==> src/rtl/shift_reg_pkg.sv <==
// Shared operation codes and shift-direction constants for the universal shift register.
package shift_reg_pkg;

    typedef enum logic [1:0] {
        MODE_HOLD      = 2'b00,
        MODE_SHIFT     = 2'b01,
        MODE_PARA_LOAD = 2'b10,
        MODE_ROTATE    = 2'b11
    } mode_e;

    localparam logic DIR_LEFT  = 1'b0;
    localparam logic DIR_RIGHT = 1'b1;

endpackage

==> src/rtl/shift_bit_counter.sv <==
// Saturating 0..WIDTH count of bits shifted out since the last parallel load.
// Resets to WIDTH so that a freshly reset register reads as empty.
module shift_bit_counter #(
    parameter  int WIDTH = 4,
    localparam int CNT_W = $clog2(WIDTH + 1)
) (
    input  logic             CLK,
    input  logic             RST,
    input  logic             ENB,
    input  logic             clr,
    input  logic             inc,
    output logic [CNT_W-1:0] cnt,
    output logic             sat
);

    localparam logic [CNT_W-1:0] CNT_MAX = CNT_W'(WIDTH);

    logic [CNT_W-1:0] r_cnt;
    logic             w_sat;

    assign w_sat = (r_cnt == CNT_MAX);

    // clr has priority over inc so a load restarts the count with no carry-over
    always_ff @(posedge CLK) begin
        if (RST) begin
            r_cnt <= CNT_MAX;
        end else if (ENB) begin
            if (clr) begin
                r_cnt <= '0;
            end else if (inc && !w_sat) begin
                r_cnt <= r_cnt + 1'b1;
            end
        end
    end

    assign cnt = r_cnt;
    assign sat = w_sat;

endmodule

==> src/rtl/univ_shift_reg_n.sv <==
// WIDTH-bit universal shift register: hold, serial shift, parallel load, optional rotate.
// Rotate is built only when UNIV_SHIFT_ROTATE_EN is defined; otherwise MODO=2'b11 holds.
module univ_shift_reg_n
    import shift_reg_pkg::*;
#(
    parameter  int WIDTH = 4,
    localparam int CNT_W = $clog2(WIDTH + 1)
) (
    input  logic             CLK,
    input  logic             RST,
    input  logic             ENB,
    input  logic             DIR,
    input  logic             S_IN,
    input  logic [1:0]       MODO,
    input  logic [WIDTH-1:0] D,
    output logic [WIDTH-1:0] Q,
    output logic             S_OUT,
    output logic [CNT_W-1:0] BIT_CNT,
    output logic             EMPTY
);

    mode_e            w_mode;
    logic [WIDTH-1:0] r_q;
    logic             r_s_out;
    logic [WIDTH-1:0] w_q_nxt;
    logic             w_s_out_nxt;
    logic             w_clr;
    logic             w_inc;
    logic [CNT_W-1:0] w_cnt;
    logic             w_sat;

    assign w_mode = mode_e'(MODO);

    always_comb begin
        w_q_nxt     = r_q;
        w_s_out_nxt = r_s_out;
        w_clr       = 1'b0;
        w_inc       = 1'b0;
        if (ENB) begin
            case (w_mode)
                MODE_SHIFT: begin
                    w_inc = 1'b1;
                    if (DIR == DIR_LEFT) begin
                        w_q_nxt     = {r_q[WIDTH-2:0], S_IN};
                        w_s_out_nxt = r_q[WIDTH-1];
                    end else begin
                        w_q_nxt     = {S_IN, r_q[WIDTH-1:1]};
                        w_s_out_nxt = r_q[0];
                    end
                end
                MODE_PARA_LOAD: begin
                    w_q_nxt = D;
                    w_clr   = 1'b1;
                end
`ifdef UNIV_SHIFT_ROTATE_EN
                // no data leaves the register, so the bit count is left alone
                MODE_ROTATE: begin
                    if (DIR == DIR_LEFT) begin
                        w_q_nxt     = {r_q[WIDTH-2:0], r_q[WIDTH-1]};
                        w_s_out_nxt = r_q[WIDTH-1];
                    end else begin
                        w_q_nxt     = {r_q[0], r_q[WIDTH-1:1]};
                        w_s_out_nxt = r_q[0];
                    end
                end
`else
                MODE_ROTATE: begin
                end
`endif
                default: begin
                end
            endcase
        end
    end

    always_ff @(posedge CLK) begin
        if (RST) begin
            r_q     <= '0;
            r_s_out <= 1'b0;
        end else begin
            r_q     <= w_q_nxt;
            r_s_out <= w_s_out_nxt;
        end
    end

    shift_bit_counter #(
        .WIDTH (WIDTH)
    ) u_bit_cnt (
        .CLK (CLK),
        .RST (RST),
        .ENB (ENB),
        .clr (w_clr),
        .inc (w_inc),
        .cnt (w_cnt),
        .sat (w_sat)
    );

    assign Q       = r_q;
    assign S_OUT   = r_s_out;
    assign BIT_CNT = w_cnt;
    assign EMPTY   = w_sat;

endmodule

==> config.mk <==
export PLATFORM = sky130hd
export DESIGN_NAME = univ_shift_reg_n
export DESIGN_NICKNAME = d
export VERILOG_FILES = /design/src/rtl/shift_reg_pkg.sv /design/src/rtl/shift_bit_counter.sv /design/src/rtl/univ_shift_reg_n.sv
export SDC_FILE = /design/constraint.sdc
export NUM_CORES = 1
export LEC_CHECK = 0
export BUFFER_PORTS_ARGS = -buffer_cell sky130_fd_sc_hd__buf_2
export CAP_MARGIN = 20
export CORE_AREA = 2 2 39 41
export CTS_BUF_LIST = sky130_fd_sc_hd__clkbuf_8
export CTS_CLUSTER_SIZE = 25
export DETAILED_ROUTE_END_ITERATION = 6
export DIE_AREA = 0 0 41 43
export GPL_TIMING_DRIVEN = 0
export PLACE_DENSITY = 0.62
export SLEW_MARGIN = 20
export SYNTH_ARGS = -nofsm -noshare
export SYNTH_HDL_FRONTEND = slang
export SYNTH_SLANG_ARGS = --single-unit
==> constraint.sdc <==
create_clock -name CLK -period 1.4 [get_ports CLK]
set_input_delay 0.42 -clock CLK [delete_from_list [all_inputs] [get_ports CLK]]
set_output_delay 0.42 -clock CLK [all_outputs]
set_load 0.02 [all_outputs]
# --- After elaboration in Yosys (flattened, before gate mapping) ---
# Cells that the tools add are included.
totals:
  mem_bits_rw: 0
  latch_bits: 0
  output_inout_bits: 9
  memories: 0
  input_bits: 11
  ff_bits: 8
  romBits: 0
  wordCells: 23
op_classes:
  shift: 0
  mux: 9
  order_cmp: 0
  n_eq_ne: 3
  n_bitwise: 0
  add_sub_neg: 1
  n_reduce_logical: 7
  div: 0
  mul: 0
op_table:
  columns: ["cell", "count"]
  rows:
  - ["$pmux 4 s2", 1]
  - ["$mux 3", 2]
  - ["$reduce_and 2->1", 3]
  - ["$mux 1", 5]
  - ["$mux 4", 1]
  - ["$reduce_bool 2->1", 2]
  - ["$add 3x1->3 const B", 1]
  - ["$eq 3x3->1 const B", 1]
  - ["$eq 2x1->1 const B", 1]
  - ["$eq 2x2->1 const B", 1]
  - ["$logic_and 1x1->1", 1]
  - ["$logic_not 1->1", 1]

# --- Logic depth before layout (Yosys ltp) ---
depth:
  depth_word: 6
  ltp_mapped: 6
  depth_no_buf: 5

# --- Hierarchy ---
# A second synthesis with hierarchy kept.
hier_totals:
  cells_unflattened: 57
  area_unflattened_um2: 509.2
by_module_without_submodules:
  columns: ["module", "cells_each", "area_each_um2", "seq_area_each_um2", "instances"]
  rows:
  - ["univ_shift_reg_n", 36, 321.6, 100.1, 1]
  - ["shift_bit_counter", 21, 187.7, 60.1, 1]

# --- Least setup slack after synthesis ---
# No wires, ideal clock.
synth_timing:
  path_type: "register -> register"
  start: "reg u_bit_cnt.r_cnt[0] (netlist: u_bit_cnt.cnt[0])"
  end: "reg u_bit_cnt.r_cnt[1] (netlist: u_bit_cnt.cnt[1])"
  slack_ns: -0.117
  arrival_ns: 1.447
  t_required_ns: 1.330
  path_stages_with_launch: 6
  path_buffers: 0
  period_less_slack_ns: 1.517
  setup_time_ns: 0.070
  cell_sequence: "dfxtp_1 inv_1 ha_1 and2_2 or3b_1 a21oi_1"
synth_between:
  elab_chain_cells: 5
  word_cells_on_any_way: 8
  classes_between: "add/sub: 1; eq/ne: 1; mux: 2; reduce/logical: 4"
synth_rtl:
  columns: ["item", "line", "source"]
  rows:
  - ["start, declared", "shift_bit_counter.sv:18", "logic [CNT_W-1:0] r_cnt;"]
  - ["start signal, assigned", "shift_bit_counter.sv:31", "r_cnt <= r_cnt + 1'b1;"]
  - ["$eq 3x3->1", "shift_bit_counter.sv:21", "assign w_sat = (r_cnt == CNT_MAX);"]
  - ["named net EMPTY", "univ_shift_reg_n.sv:19", "output logic EMPTY"]
  - ["$logic_not 1->1", "shift_bit_counter.sv:30", "end else if (inc && !w_sat) begin"]
  - ["$logic_and 1x1->1", "shift_bit_counter.sv:30", null]
  - ["$reduce_bool 2->1 (no line)", null, null]
  - ["$reduce_and 2->1 (no line)", null, null]
# The timed path passes the listed nets, and every way through them passes these cells. The select of a mux whose other input is x is not followed.
# A chain may end at the register's enable or synchronous reset.

# --- Final worst setup path ---
layout_timing:
  start: "reg u_bit_cnt.r_cnt[0] (netlist: u_bit_cnt.cnt[0])"
  end: "out EMPTY"
layout_between:
  elab_chain_cells: 1
layout_rtl:
  columns: ["item", "line"]
  rows:
  - ["$eq 3x3->1", "shift_bit_counter.sv:21"]
  - ["end, declared", "univ_shift_reg_n.sv:19"]
# Every way passes these cells.

==> impl_metrics.yaml <==
timing:
  worst_pin_slew_ps: 409
  setup_ws_ps: -50.2
  maxSlewHeadroom: 0.727
  period_share: 1.04
  hold_violations: 0
  fmax_ghz: 0.690
  finalClockSkew_ps: 1.10
  min_period_ps: 1450
  slew_violations: 0
  setup_viol: 1
  rsz0062_at_grt: "yes"
  finalSetupTns_ps: -50.2
logic_synthesis:
  synthAdderAreaFrac: 0.102
  synth_top_family_by_area: "compound AO/OA/AOI/OAI gates"
  synth_top_area_frac: 0.325
  synth_edf_count: 0
  ys_seq_area_frac: 0.325
  synth_cell_type_count: 22
  synthMostInstantiatedCell: "dfxtp_1"
  synth-seq-cells: 8
  yosysTopAreaCell: "dfxtp_1"
  synth_xor_area_frac: 0
  synth_fp_nets: 70
  synth_cells: 55
  synth_compound_area_frac: 0.231
  async_flop_share: 0
  yosysWarnings: 0
  synth_common_cells: "8 x dfxtp_1, 7 x a21oi_1"
  yosys.area_share.simple: 0.193
  postSynthAreaPerCell_um2: 8.96
  synthFlopType: "dfxtp_1"
  synthesis.area_um2: 493
  synthMuxAreaShare: 0.112
  synth.area.top_cells: "dfxtp_1 32%, ha_1 10%, mux2_2 9.1%"
clock_tree:
  clk_pin_slew_ps: 40
  clockBufferDepth: 2
  cts.sinks: 8
  cts_buffers: 3
  clkLatencyLatePin_ps: 220
  cts_tree: "done"
  cts-root-buf: "clkbuf_8"
  hold_buffers: 0
  h-tree-depth: 1
cells_and_area:
  finalNetCount: 97
  antenna_cells: 0
  fin_cells: 97
  drive_gt1_frac: 0.494
  syn2layout_area_growth_pct: 43.4
placed_design:
  placedCellCount: 90
  place_ws_ps: -100
  port_buffers: 19
  hpwl_um: 788
  finalWeightedCongestion: 0.651
critical_path:
  worstPathArrival_ps: 1030
  critical_path_class: "flop to output pin"
  critPathRequiredTime_ps: 980
  start_kind: "flop"
  critPathMaxFanout: 2
  end_kind: "output pin"
  ff2ff_setup_slack_ps: 40
status:
  status: "finished, violations left"
  violations: "setup timing"
route:
  firstDrtPassIters: 4
  first_iter_violations: 9
  drc: 0
  vias_per_cell: 4.90
  wl_per_cell_um: 11.5
  ant_nets: 0
  vias: 475
  drt-total-wl_um: 1120
power:
  power_frac_seq: 0.382
  p_per_area_nw_per_um2: 896
  ir_drop_mv: 0.444
  p_sw_mw: 0.156
  intPower_mw: 0.477
  p_leak_nw: 0.324
  p_sw_frac: 0.246
  p_clk_frac: 0.442
  pwr-share-comb: 0.176
floorplanning:
  die_h_um: 43
  core-area_um2: 1380
  fp.dieW_um: 41
  dieArea_um2: 1760
  io_pins: 20
  initial_core_util: 0.356
  num_rows: 14
global_routing:
  grt_max_degree: 11
  antenna_found_initial: 0
  grt-ovfl-total: 0
  grt_pass1_vias: 433
  grt_usage: 0.148
  grt_pass1_wl_um: 1780
min_path:
  hp-class: "input port to flop"
job:
  drv_cap: 0
-- logic make-up after synthesis --
family,Yosys count
AO/OA/AOI/OAI,18
AND/OR/NAND/NOR,15
flip-flops,8
buffers and inverters,5
multiplexers,5
adder cells (fa/ha/maj),4
-- power by group through the flow --
stage / sequential, mW / combinational (mW) / clock [mW]
after global placement: 0.246 / 0.102 / 0
after floorplan: 0.256 / 0.0514 / 0
after global routing: 0.243 / 0.123 / 0.311
after CTS: 0.242 / 0.111 / 0.290
after detailed placement: 0.246 / 0.103 / 0
final: 0.242 / 0.111 / 0.280
-- routing by layer --
layer,vias to the layer above,share of wire,GRT usage,routed length [µm]
met1,213,0.46,0.182,518
met3,2,0.061,0.0314,68
met5,-,0,0,0
met2,13,0.47,0.228,521
li1,247,-,-,-
met4,0,0.0081,0.0800,9
-- critical path, cell delays in order (launching register included) --
cell and delay, ps:
dfxtp_4 350, inv_2 40, ha_4 140, and2_4 150, buf_6 120
-- area by class of cell --
class	count	area, µm²
Sequential cell	8	168
Fill cell	137	677
Buffer	1	3.75
Clock inverter	1	3.75
Inverter	4	15.0
Multi-Input combinational cell	42	332
Clock buffer	3	41.3
Timing Repair Buffer	22	124
Tap cell	16	20.0
-- cell usage in the layout, fill, tap and decap left out, types with 2 or more instances in the layout --
cell type / n
dfxtp_4: 2
o211ai_1: 4
buf_4: 3
nand2b_1: 4
o21ai_0: 3
dfxtp_1: 6
a21oi_1: 6
inv_1: 3
buf_2: 18
ha_1: 3
inv_2: 2
mux2_2: 4
clkbuf_8: 3
nand2_1: 4
-- stage by stage --
step                      power, mW   util  area, µm²  hold WS (ps)
after global routing          0.676  0.511        707           457
after CTS                     0.643  0.508        703           453
after floorplan               0.307      -        500           489
final                         0.633  0.511        707           454
after detailed placement      0.349  0.445        616           472
after global placement        0.348  0.445        616           469
-- registers in the layout, summed over array words and instances, names as in the netlist --
signal         cells
S_OUT              1
u_bit_cnt.cnt      3
Q                  4
-- path summary, 6_finish.rpt --
kind                            startpoint                            end  depth (start not counted)
min reg2reg              Q[0]$_SDFFE_PP0P_              Q[0]$_SDFFE_PP0P_                          2
min                                    RST              Q[0]$_SDFFE_PP0P_                          2
max reg2reg  u_bit_cnt.cnt[0]$_SDFFE_PP0P_  u_bit_cnt.cnt[0]$_SDFFE_PP0P_                          6
max          u_bit_cnt.cnt[0]$_SDFFE_PP0P_                          EMPTY                          4
-- what timing repair did --
item	CTS	global route
resized for setup	7	1
setup buffers	3	0
endpoints found under the setup margin	1	3
pin swaps	1	3
Power figures use the tool's default switching activity.
